--- src/rtl/pwm_pkg.sv ---
// rtl/pwm_pkg.sv - shared state encoding and defaults for the PWM dead-time driver
`timescale 1ns/1ps
package pwm_pkg;

    localparam int DT_W_DEFAULT = 4;

    // One-hot bit positions; outputs decode single state bits directly.
    localparam int ST_OFF   = 0;
    localparam int ST_LO    = 1;
    localparam int ST_DT_HI = 2;
    localparam int ST_HI    = 3;
    localparam int ST_DT_LO = 4;
    localparam int ST_FAULT = 5;
    localparam int NUM_ST   = 6;

    typedef enum logic [NUM_ST-1:0] {
        S_OFF   = 6'(1 << ST_OFF),
        S_LO    = 6'(1 << ST_LO),
        S_DT_HI = 6'(1 << ST_DT_HI),
        S_HI    = 6'(1 << ST_HI),
        S_DT_LO = 6'(1 << ST_DT_LO),
        S_FAULT = 6'(1 << ST_FAULT)
    } state_t;

endpackage

--- src/rtl/pwm_dt_counter.sv ---
// rtl/pwm_dt_counter.sv - dead-time down counter with load and zero flag
`timescale 1ns/1ps
module pwm_dt_counter #(
    parameter int DT_W = 4
) (
    input  logic            clk,
    input  logic            rst_n,
    input  logic            load,
    input  logic [DT_W-1:0] load_val,
    input  logic            dec,
    output logic            zero
);

    logic [DT_W-1:0] r_cnt;

    // Decrement saturates at zero so a stray dec can never wrap.
    always_ff @(posedge clk or negedge rst_n) begin
        if (!rst_n) begin
            r_cnt <= '0;
        end else if (load) begin
            r_cnt <= load_val;
        end else if (dec && (r_cnt != '0)) begin
            r_cnt <= r_cnt - 1'b1;
        end
    end

    assign zero = (r_cnt == '0);

endmodule

--- src/rtl/pwm_deadtime_driver.sv ---
// rtl/pwm_deadtime_driver.sv - complementary gate-drive pair with dead time and latched fault
`timescale 1ns/1ps
module pwm_deadtime_driver
    import pwm_pkg::*;
#(
    parameter int DT_W = DT_W_DEFAULT
) (
    input  logic            clk,
    input  logic            rst_n,
    input  logic            en,
    input  logic            pwm_in,
    input  logic [DT_W-1:0] dead_time,
    input  logic            fault_in,
    input  logic            fault_clr,
    output logic            pwm_hi,
    output logic            pwm_lo,
    output logic            dead_active,
    output logic            fault_latched
);

    logic            r_pwm_q;
    state_t          r_state;
    logic            w_run;
    logic            w_dt_nz;
    logic            w_zero;
    logic            w_load;
    logic            w_dec;
    logic [DT_W-1:0] w_load_val;

    assign w_run      = en && !fault_in;
    assign w_dt_nz    = (dead_time != '0);
    assign w_load_val = dead_time - 1'b1;

    // Counter loads N-1 on entry to a dead-time state so exactly N cycles elapse.
    assign w_load = w_run && w_dt_nz &&
                    (((r_state == S_LO) && r_pwm_q) || ((r_state == S_HI) && !r_pwm_q));
    assign w_dec  = w_run && !w_zero &&
                    (((r_state == S_DT_HI) && r_pwm_q) || ((r_state == S_DT_LO) && !r_pwm_q));

    pwm_dt_counter #(
        .DT_W (DT_W)
    ) u_dt_counter (
        .clk      (clk),
        .rst_n    (rst_n),
        .load     (w_load),
        .load_val (w_load_val),
        .dec      (w_dec),
        .zero     (w_zero)
    );

    always_ff @(posedge clk or negedge rst_n) begin
        if (!rst_n) begin
            r_pwm_q <= 1'b0;
            r_state <= S_OFF;
        end else begin
            r_pwm_q <= pwm_in;
            if (fault_in) begin
                r_state <= S_FAULT;
            end else if (r_state == S_FAULT) begin
                if (fault_clr) r_state <= S_OFF;
            end else if (!en) begin
                r_state <= S_OFF;
            end else begin
                case (r_state)
                    S_OFF:   r_state <= S_LO;
                    S_LO:    if (r_pwm_q) r_state <= w_dt_nz ? S_DT_HI : S_HI;
                    S_DT_HI: begin
                        if (!r_pwm_q)    r_state <= S_LO;
                        else if (w_zero) r_state <= S_HI;
                    end
                    S_HI:    if (!r_pwm_q) r_state <= w_dt_nz ? S_DT_LO : S_LO;
                    S_DT_LO: begin
                        if (r_pwm_q)     r_state <= S_HI;
                        else if (w_zero) r_state <= S_LO;
                    end
                    default: r_state <= S_OFF;
                endcase
            end
        end
    end

    // Outputs come straight off single one-hot flops, so they cannot glitch or overlap.
    assign pwm_hi        = r_state[ST_HI];
    assign pwm_lo        = r_state[ST_LO];
    assign dead_active   = r_state[ST_DT_HI] | r_state[ST_DT_LO];
    assign fault_latched = r_state[ST_FAULT];

endmodule

--- config.mk ---
export PLATFORM = sky130hd
export DESIGN_NAME = pwm_deadtime_driver
export DESIGN_NICKNAME = d
export VERILOG_FILES = /design/src/rtl/pwm_pkg.sv /design/src/rtl/pwm_dt_counter.sv /design/src/rtl/pwm_deadtime_driver.sv
export SDC_FILE = /design/constraint.sdc
export NUM_CORES = 1
export LEC_CHECK = 0
export ABC_CLOCK_PERIOD_IN_PS = 2900
export CAP_MARGIN = 20
export CORE_ASPECT_RATIO = 0.8
export CORE_MARGIN = 2
export CORE_UTILIZATION = 45
export CTS_BUF_LIST = sky130_fd_sc_hd__clkbuf_4
export DETAILED_ROUTE_END_ITERATION = 12
export GPL_TIMING_DRIVEN = 0
export HOLD_SLACK_MARGIN = 0.02
export PLACE_DENSITY = 0.78
export SYNTH_ARGS = -nofsm -noshare
export SYNTH_HDL_FRONTEND = slang
export SYNTH_SLANG_ARGS = --single-unit
--- constraint.sdc ---
create_clock -name clk -period 2.9 [get_ports clk]
set_input_delay 0.87 -clock clk [delete_from_list [all_inputs] [get_ports clk]]
set_output_delay 0.87 -clock clk [all_outputs]
set_load 0.02 [all_outputs]
==> impl_metrics.yaml <==
worst_setup_path:
  critPathMaxFanout: 9
  r2r_cells: 9
  startpoint_type: "primary input"
  critPathCapture: "u_dt_counter.r_cnt[2]$_DFFE_PN0P_"
  critPathCaptureType: "register"
  r2r_setup_slack_ns: 0.46
  crit_required_ns: 3.08
  r2r-start: "r_state[2]$_DFFE_PN0P_"
  r2r-end: "u_dt_counter.r_cnt[2]$_DFFE_PN0P_"
  cp.arrival_ns: 2.89
  crit_type: "primary input to register"
  crit_start: "dead_time[0]"
synth:
  synth-seq-area-share_pct: 36.2
  synth_area_um2: 764
  synth_top_area_share_pct: 32.7
  syn-num-nets: 93
  synth_top_family_by_area: "simple AND/OR/NAND/NOR gates"
  yosysUniqueCellTypes: 44
  post-synth-top-area-cell: "dfrtp_1"
  synth_compound_area_share_pct: 18.5
  syn_area_per_cell_um2: 9.32
  synth_edf_count: 0
  ys_async_sr_fraction_pct: 100
  synth_xor_area_share_pct: 4.58
  ys_seq_elements: 11
  synthMuxAreaShare_pct: 6.71
  synth_fa_ha_area_share_pct: 1.64
  syn_inst: 82
  synthFlopType: "dfrtp_1"
  yosys_warnings: 0
  netlist_top_cells_area: "dfrtp_1, mux2i_1, xor2_1"
  synth-simple-area-share_pct: 28.3
route:
  post_drt_wl_per_cell_um: 14.4
  dr_total_vias: 724
  drt_iter0_drc: 34
  ant_nets: 0
  firstDrtPassIters: 4
  vias_per_cell: 5.98
  routed_wl_um: 1740
  drc: 0
clocking:
  clock_latency_ns: 0.26
  cts_tree: "yes"
  clockBufferDepth: 2
  htreeDepth: 1
  numCtsBuffers: 3
  hold_buffers: 0
  root_buffer: "clkbuf_4"
  path_clk_slew_ns: 0.06
  clock_sinks: 11
floorplan:
  core_mm2: 0.00161
  die_w_um: 50.1
  start_util_pct: 47.5
  io_pins: 14
  die_area_mm2: 0.00205
  rows: 13
  die-height_um: 40.9
timing:
  fmax_mhz: 370
  rsz0062_at_grt: "no"
  fin_skew_ns: 0.00117
  setup_viol: 0
  worst_pin_slew_ns: 0.504
  hold_ws_ns: 0.526
  relSlewSlack_pct: 66.1
  slew_viol_final: 0
  finalHoldViolations: 0
  finalCritPeriodShare_pct: 93.3
  finalCriticalPeriod_ns: 2.71
placement:
  gp_congestion: 0.955
  portBuffers: 13
  place_hpwl_um: 1370
  place_area_um2: 922
power_and_ir_drop:
  internal_power_uw: 251
  clock_power_share_pct: 32.6
  switchingPower_uw: 83.8
  pwr-share-seq_pct: 50.5
  p_leak_uw: 0.000397
  vdd_drop_max_v: 0.000283
  power_density_mw_per_mm2: 346
  power_frac_comb_pct: 16.8
  switching_share_pct: 25.0
cells_and_area:
  area_growth_syn_to_layout_pct: 26.5
  n_antenna_cell: 0
  fillCellCount: 136
  fin_nets: 111
  fin_area_um2: 967
  final_layout_size_suffix_gt1_share_pct: 11.1
global_routing:
  antenna_found_initial: 0
  grt_max_degree: 12
  grt_pass1_wl_um: 2720
  first_global_vias: 607
  grt_overflow_total: 0
  track_usage_pct: 18.0
outcome:
  status: "complete, no violations"
flow_run:
  drv_cap: 0
worst_hold_path:
  hold_path.class: "register to register"
-- worst min-delay path by stage --
stage	startpoint	end	slack [ns]	depth (start not counted)
detailed placement	u_dt_counter.r_cnt[3]$_DFFE_PN0P_	u_dt_counter.r_cnt[3]$_DFFE_PN0P_	0.50	2
finish	u_dt_counter.r_cnt[3]$_DFFE_PN0P_	u_dt_counter.r_cnt[3]$_DFFE_PN0P_	0.53	2
floorplan	u_dt_counter.r_cnt[3]$_DFFE_PN0P_	u_dt_counter.r_cnt[3]$_DFFE_PN0P_	0.48	2
CTS	u_dt_counter.r_cnt[3]$_DFFE_PN0P_	u_dt_counter.r_cnt[3]$_DFFE_PN0P_	0.52	2
global placement	u_dt_counter.r_cnt[3]$_DFFE_PN0P_	u_dt_counter.r_cnt[3]$_DFFE_PN0P_	0.50	2
global route	u_dt_counter.r_cnt[3]$_DFFE_PN0P_	u_dt_counter.r_cnt[3]$_DFFE_PN0P_	0.56	2
-- cell type report --
cell class,instances,area [µm²],share of cell area [%]
tap,22,27.5,2.85
multi-input combinational,63,472,48.8
inverter,5,18.8,1.94
buffer,3,12.5,1.29
timing repair buffer,13,130,13.5
clock buffer,4,30.0,3.10
sequential,11,277,28.6
-- per-stage QoR --
| stage | worst slack, ns | cells | TNS, ns | power, µW | util, % |
|---|---|---|---|---|---|
| after global routing | 0.0408 | 121 | 0 | 353 | 60.1 |
| after CTS | 0.0243 | 121 | 0 | 338 | 59.1 |
| after floorplan | 0.528 | 82 | 0 | 199 | - |
| final | 0.195 | 121 | 0 | 335 | 60.1 |
| after detailed placement | -0.257 | 117 | -0.423 | 226 | 57.3 |
| after global placement | -0.225 | 117 | -0.368 | 225 | 57.3 |
-- power groups by stage --
stage / logic [µW] / clock network, µW / registers, µW
detailed placement: 54.0 / 0 / 172
CTS: 54.4 / 115 / 169
floorplan: 27.6 / 0 / 171
global placement: 53.0 / 0 / 172
finish: 56.4 / 109 / 169
global route: 62.0 / 121 / 170
-- cell usage after synthesis, types with 2 or more instances --
| cell | count |
|---|---|
| xor2_1 | 4 |
| inv_1 | 5 |
| dfrtp_1 | 10 |
| mux2i_1 | 4 |
| nand2b_1 | 3 |
| o22ai_1 | 2 |
| nand2_1 | 3 |
| o21ai_0 | 2 |
| nor4_1 | 4 |
| clkbuf_1 | 2 |
| nand3_1 | 2 |
| nor3_1 | 2 |
| or3_1 | 2 |
| nor2_1 | 4 |
| nand3b_1 | 2 |
| a21oi_1 | 3 |
-- logic make-up after synthesis --
| group | Yosys count |
|---|---|
| AO/OA/AOI/OAI | 19 |
| AND/OR/NAND/NOR | 34 |
| buffers and inverters | 8 |
| flip-flops | 11 |
| XOR/XNOR | 4 |
| multiplexers | 5 |
| adder cells (fa/ha/maj) | 1 |
-- worst max-delay path: stages --
cell             delay (ns)
clkdlybuf4s50_1        0.52
nor4_4                 0.35
nor2_1                 0.13
o21ai_2                0.20
mux2i_1                0.25
ha_1                   0.20
nand2_1                0.07
xor2_1                 0.15
a21oi_1                0.15
-- routing by layer --
metal	vias up	GRT usage (%)	part of all wire (%)
li1	348	-	-
met1	334	26.0	46
met2	38	26.3	45
met3	4	1.46	7.8
met4	0	11.8	1.1
met5	-	0	0
-- registers in the layout (all words and copies together) (netlist names) --
| register | count |
|---|---|
| r_pwm_q | 1 |
| u_dt_counter.r_cnt | 4 |
| r_state | 6 |
-- cell usage in the layout (no fill, tap or decap), types with 2 or more instances in the layout --
master,Yosys,final
a21oi_1,3,3
nand2_1,3,3
xor2_1,4,4
nand3b_1,2,2
clkdlybuf4s50_1,0,13
nor2_1,4,4
nor3_1,2,2
nand2b_1,3,3
clkbuf_1,2,2
dfrtp_1,10,10
nor4_1,4,3
or3_1,2,2
clkbuf_4,0,4
o21ai_0,2,2
mux2i_1,4,4
o22ai_1,2,2
inv_1,5,5
nand3_1,2,2
-- repair_timing --
item	CTS	global route
endpoints found under the setup margin	0	2
setup buffers	0	0
resized for setup	0	2
Note: power is estimated with default switching activity, not from simulation.
